File: src/rtl/priority_encoder_scan_display.sv
// ============================================================================
// Module   : priority_encoder_scan_display
// Brief    : Synchronised highest-index priority encoder with popcount,
//            scanned onto four digits of an 8-digit seven-segment display.
// Revision : 1.0
// ============================================================================
`default_nettype none

module priority_encoder_scan_display #(
    parameter int N     = 16,
    parameter int CNT_W = 18,
    localparam int IW   = (N < 2) ? 1 : $clog2(N),
    localparam int PW   = $clog2(N + 1)
) (
    input  logic          clk,
    input  logic          reset,
    input  logic [N-1:0]  w,
    input  logic          hold,
    output logic [IW-1:0] y,
    output logic          z,
    output logic [PW-1:0] cnt,
    output logic [6:0]    sseg,
    output logic [7:0]    AN,
    output logic          DP
);

    localparam logic [6:0] C_DASH  = 7'b0111111;
    localparam logic [6:0] C_BLANK = 7'h7F;

    logic [N-1:0]     r_s1, r_s2;
    logic [IW-1:0]    r_y;
    logic             r_z;
    logic [PW-1:0]    r_cnt;
    logic [CNT_W-1:0] r_scan;
    logic [7:0]       r_an;
    logic [6:0]       r_sseg;

    logic [IW-1:0]    w_y;
    logic [PW-1:0]    w_cnt;
    logic [1:0]       w_digit;
    logic [7:0]       w_y8, w_c8;
    logic [3:0]       w_nib;
    logic             w_dash;
    logic [7:0]       w_an;
    logic [6:0]       w_sseg;

    function automatic logic [6:0] hex7(input logic [3:0] v);
        case (v)
            4'h0: hex7 = 7'b1000000;
            4'h1: hex7 = 7'b1111001;
            4'h2: hex7 = 7'b0100100;
            4'h3: hex7 = 7'b0110000;
            4'h4: hex7 = 7'b0011001;
            4'h5: hex7 = 7'b0010010;
            4'h6: hex7 = 7'b0000010;
            4'h7: hex7 = 7'b1111000;
            4'h8: hex7 = 7'b0000000;
            4'h9: hex7 = 7'b0010000;
            4'hA: hex7 = 7'b0001000;
            4'hB: hex7 = 7'b0000011;
            4'hC: hex7 = 7'b1000110;
            4'hD: hex7 = 7'b0100001;
            4'hE: hex7 = 7'b0000110;
            default: hex7 = 7'b0001110;
        endcase
    endfunction

    // Ascending scan: the last set bit seen is the highest-priority one.
    always_comb begin
        w_y   = '0;
        w_cnt = '0;
        for (int i = 0; i < N; i++) begin
            if (r_s2[i]) begin
                w_y = IW'(i);
            end
            w_cnt = w_cnt + PW'(r_s2[i]);
        end
    end

    always_comb begin
        w_digit          = r_scan[CNT_W-1 -: 2];
        w_y8             = '0;
        w_y8[IW-1:0]     = r_y;
        w_c8             = '0;
        w_c8[PW-1:0]     = r_cnt;
        w_an             = 8'hFF;
        w_nib            = 4'h0;
        w_dash           = 1'b0;
        case (w_digit)
            2'd0: begin w_an = 8'hFE; w_nib = w_y8[3:0]; w_dash = ~r_z; end
            2'd1: begin w_an = 8'hFD; w_nib = w_y8[7:4]; w_dash = ~r_z; end
            2'd2: begin w_an = 8'hFB; w_nib = w_c8[3:0]; end
            default: begin w_an = 8'hF7; w_nib = w_c8[7:4]; end
        endcase
        w_sseg = w_dash ? C_DASH : hex7(w_nib);
    end

    // Anode and segment registers share an edge so the two never disagree.
    always_ff @(posedge clk) begin
        if (reset) begin
            r_s1   <= '0;
            r_s2   <= '0;
            r_y    <= '0;
            r_z    <= 1'b0;
            r_cnt  <= '0;
            r_scan <= '0;
            r_an   <= 8'hFF;
            r_sseg <= C_BLANK;
        end else begin
            r_s1 <= w;
            r_s2 <= r_s1;
            if (!hold) begin
                r_y   <= w_y;
                r_z   <= |r_s2;
                r_cnt <= w_cnt;
            end
            r_scan <= r_scan + CNT_W'(1);
            r_an   <= w_an;
            r_sseg <= w_sseg;
        end
    end

    assign y    = r_y;
    assign z    = r_z;
    assign cnt  = r_cnt;
    assign sseg = r_sseg;
    assign AN   = r_an;
    assign DP   = 1'b1;

endmodule

`default_nettype wire

File: config.mk
export PLATFORM = sky130hd
export DESIGN_NAME = priority_encoder_scan_display
export DESIGN_NICKNAME = d
export VERILOG_FILES = /design/src/rtl/priority_encoder_scan_display.sv
export SDC_FILE = /design/constraint.sdc
export NUM_CORES = 1
export LEC_CHECK = 0
export ABC_AREA = 1
export BUFFER_PORTS_ARGS = -buffer_cell sky130_fd_sc_hd__buf_4
export CAP_MARGIN = 10
export CELL_PAD_IN_SITES_DETAIL_PLACEMENT = 1
export CELL_PAD_IN_SITES_GLOBAL_PLACEMENT = 1
export CORE_MARGIN = 2
export CORE_UTILIZATION = 45
export CTS_BUF_LIST = sky130_fd_sc_hd__clkbuf_16
export DETAILED_ROUTE_END_ITERATION = 6
export GPL_TIMING_DRIVEN = 0
export PLACE_DENSITY_LB_ADDON = 0.1
export SKIP_CTS_REPAIR_TIMING = 1
export SLEW_MARGIN = 15
export SYNTH_ARGS = -nofsm -noshare
export SYNTH_HDL_FRONTEND = slang
export SYNTH_SLANG_ARGS = --single-unit
File: constraint.sdc
create_clock -name clk -period 6.7 [get_ports clk]
set_input_delay 0.335 -clock clk [delete_from_list [all_inputs] [get_ports clk]]
set_output_delay 0.335 -clock clk [all_outputs]
set_load 0.03 [all_outputs]
==> metrics.json <==
{
  "worst_hold_path": {
    "min-delay-path-class": "in -> reg",
    "hold_path.startpoint": "w[13]",
    "timing.hold.worst_path_depth": 3,
    "worst_hold_path.endpoint": "r_s1[13]$_SDFF_PP0_"
  },
  "yosys": {
    "netlist_area_before_placement_mm2": 0.00321,
    "yosysSeqAreaShare": 0.443,
    "synth_enable_flop_cells": 0,
    "synth-warning-count": 0,
    "post_synth_top_area_cell": "sky130_fd_sc_hd__dfxtp_1",
    "synthDistinctLibCells": 37,
    "yosys_register_bits": 71,
    "synthesis.area_per_instance_um2": 8.00,
    "postSynth.asyncResetShare": 0,
    "synth_area_leaders": "sky130_fd_sc_hd__dfxtp_1 44%, sky130_fd_sc_hd__inv_1 10%, sky130_fd_sc_hd__nor2_1 6.8%",
    "synth-main-ff-cell": "sky130_fd_sc_hd__dfxtp_1",
    "post_synth_top_area_share": 0.443,
    "synth_cells": 401
  },
  "worst_setup_path": {
    "cell_depth_of_the_worst_flop_to_flop_path": 11,
    "critical_path.reg2reg.endpoint": "cnt[2]$_SDFFE_PP0N_",
    "timing.critical_path.cells": "fa_1 -> inv_1 -> fa_1 -> fa_1 -> fa_1 -> inv_1 -> ha_1 -> fa_1 -> xor2_1 -> o21ai_0 -> inv_1",
    "launch_point_of_the_worst_reg_to_reg_path": "r_s2[5]$_SDFF_PP0_",
    "critical-path-top-delay-family": "adder cells",
    "cp.arrival_ps": 3810,
    "cell_with_the_most_instances_on_the_worst_path": "sky130_fd_sc_hd__fa_1",
    "cp_slowest_stage_delay_ps": 560,
    "crit_required_ps": 6920,
    "crit_path_top_delay_cell": "sky130_fd_sc_hd__fa_1",
    "crit_path_end_kind": "flip-flop",
    "worstSetupStartpointType": "flip-flop",
    "cp_max_fo": 3,
    "reg2reg_slack_ps": 3110,
    "setup.worst_path.start": "r_s2[5]$_SDFF_PP0_",
    "cp_num_buf_inv": 3,
    "type_of_the_setup_path_with_the_least_slack": "reg -> reg"
  },
  "placement": {
    "post_detailed_placement_cell_area_mm2": 0.00363,
    "placement.io_buffers": 38,
    "gpl.final_weighted_congestion": 0.815,
    "dpl.hpwl_um": 5480
  },
  "detailed_routing": {
    "wl_met3_um": 201,
    "drt-vias-per-instance": 4.66,
    "detailedRoute.firstIterationViolations": 40,
    "drt-total-wl_um": 7560,
    "dr_vias": 2589,
    "ant_nets": 0,
    "drt-wirelength-per-cell_um": 13.6,
    "firstDrtPassIters": 4,
    "post-route-drc-count": 0,
    "route.met2.wl_um": 3880,
    "topRoutingLayerUsed": "met4",
    "routed_length_on_met1_um": 3360
  },
  "sta": {
    "finalCriticalPeriod_ps": 3590,
    "finalSetupTns_ps": 0,
    "final.period_utilization": 0.536,
    "max_slew_margin": 0.579,
    "setup_violations": 0,
    "finalHoldViolCount": 0,
    "fin_worst_skew_ps": 5.93,
    "timing.final.max_slew_violations": 0,
    "setup_repair_after_global_routing_missed_its_margin": "false",
    "timing.fmax_mhz": 278,
    "worst_slew_pin_slew_ps": 632
  },
  "global_routing": {
    "grt_pass1_vias": 2717,
    "overflow": 0,
    "groute.usage.overall": 0.218,
    "grt_start_max_net_pins": 14,
    "antenna_found_initial": 0,
    "wire_length_of_the_first_global_routing_pass_um": 12900
  },
  "clock_tree": {
    "cts.htree.levels": 3,
    "ctsRootBufferMaster": "sky130_fd_sc_hd__clkbuf_16",
    "clock-sinks": 71,
    "cts_max_path_buffers": 2,
    "worst_skew_pair_later_pin_latency_ps": 330,
    "tritoncts": "built",
    "clk_pin_slew_ps": 60,
    "cts_inserted_buffers": 9
  },
  "floorplan": {
    "die_x_um": 88.4,
    "die_area_mm2": 0.00782,
    "top_level_ports": 45,
    "start_util": 0.469,
    "chipHeight_um": 88.4,
    "core_region_area_mm2": 0.00683,
    "rows": 30
  },
  "layout": {
    "antenna_cells": 0,
    "layout.cells.most_common": "sky130_fd_sc_hd__inv_1",
    "layout-drive-gt1-share": 0.172,
    "postLayoutCellArea_mm2": 0.00395,
    "most-common-layout-cells": "88 x sky130_fd_sc_hd__inv_1, 71 x sky130_fd_sc_hd__dfxtp_1, 58 x sky130_fd_sc_hd__nor2_1, 48 x sky130_fd_sc_hd__nand2_1, 44 x sky130_fd_sc_hd__buf_4",
    "nets": 496,
    "syn_to_final_growth_pct": 23.1
  },
  "power_and_ir_drop": {
    "power.ir.vdd_worst_mv": 0.132,
    "fin_total_pwr_uw": 1130,
    "power_density_mw_per_mm2": 285,
    "power_leakage_uw": 0.00190
  },
  "run": {
    "maxCapViolCount": 0
  },
  "status": {
    "outcome": "finished, final reports clean"
  }
}
[synthesized netlist by cell type (all sizes together) (2+ instances only)]
cell and instances:
inv 94, dfxtp 71, nor2 63, nand2 52, o21ai 19, nand3 17, a21oi 16, ha 13
fa 10, buf 9, nor3 9, clkbuf 4, o211ai 4, xor2 4, a211oi 2, a31oi 2
o22ai 2
[metal layers]
metal / GRT usage / vias up
li1: - / 1308
met1: 0.262 / 1231
met2: 0.382 / 39
met3: 0.0476 / 11
met4: 0.0785 / 0
met5: 0 / -
[stage by stage]
step,hold slack [ps],instances,worst slack (ps),utilization
final,201,555,3110,0.578
after global routing,201,555,3000,0.578
after CTS,198,555,3090,0.578
after detailed placement,396,539,3150,0.531
after global placement,390,539,3240,0.531
after floorplan,388,405,3350,-
[worst max-delay path by stage]
stage,endpoint,slack [ps],cells past startpoint
after floorplan,cnt[2]$_SDFFE_PP0N_,3350,11
after global placement,cnt[2]$_SDFFE_PP0N_,3240,11
after detailed placement,cnt[2]$_SDFFE_PP0N_,3150,11
after CTS,cnt[2]$_SDFFE_PP0N_,3090,11
after global routing,cnt[2]$_SDFFE_PP0N_,3000,11
final,cnt[2]$_SDFFE_PP0N_,3110,11
[flip-flops by register name, summed over array words and instances (netlist names)]
register and flops:
sseg 7, cnt 5, r_s1 16, AN 4, z 1, y 4, r_s2 16, r_scan 18
[area by class of cell]
cell class / instances / area (um2)
clock inverter: 7 / 96.3
fill: 861 / 2880
buffer: 13 / 71.3
clock buffer: 9 / 225
tap: 96 / 120
sequential: 71 / 1420
inverter: 94 / 355
multi-input combinational: 227 / 1370
timing repair buffer: 38 / 285
[report_power, final]
group | switching, uW | internal [uW] | leakage [uW]
logic | 96.4 | 59.5 | 0.00117
registers | 12.5 | 442 | 0.000584
clock network | 189 | 326 | 0.000150
[worst min-delay path, delay by kind of cell]
| family | cells | cell delay [ps] |
|---|---|---|
| simple gates | 1 | 60 |
| buf+inv | 2 | 110 |
[cells by family after synthesis]
logic type | count (synthesis) | share of synthesized area
other | 1 | 0.00117
adder cells (fa/ha/maj) | 23 | 0.113
AND/OR/NAND/NOR | 146 | 0.204
AO/OA/AOI/OAI | 48 | 0.0917
flip-flops | 71 | 0.443
XOR/XNOR | 5 | 0.0137
buffers and inverters | 107 | 0.133
Note: power is estimated with default switching activity, not from simulation.
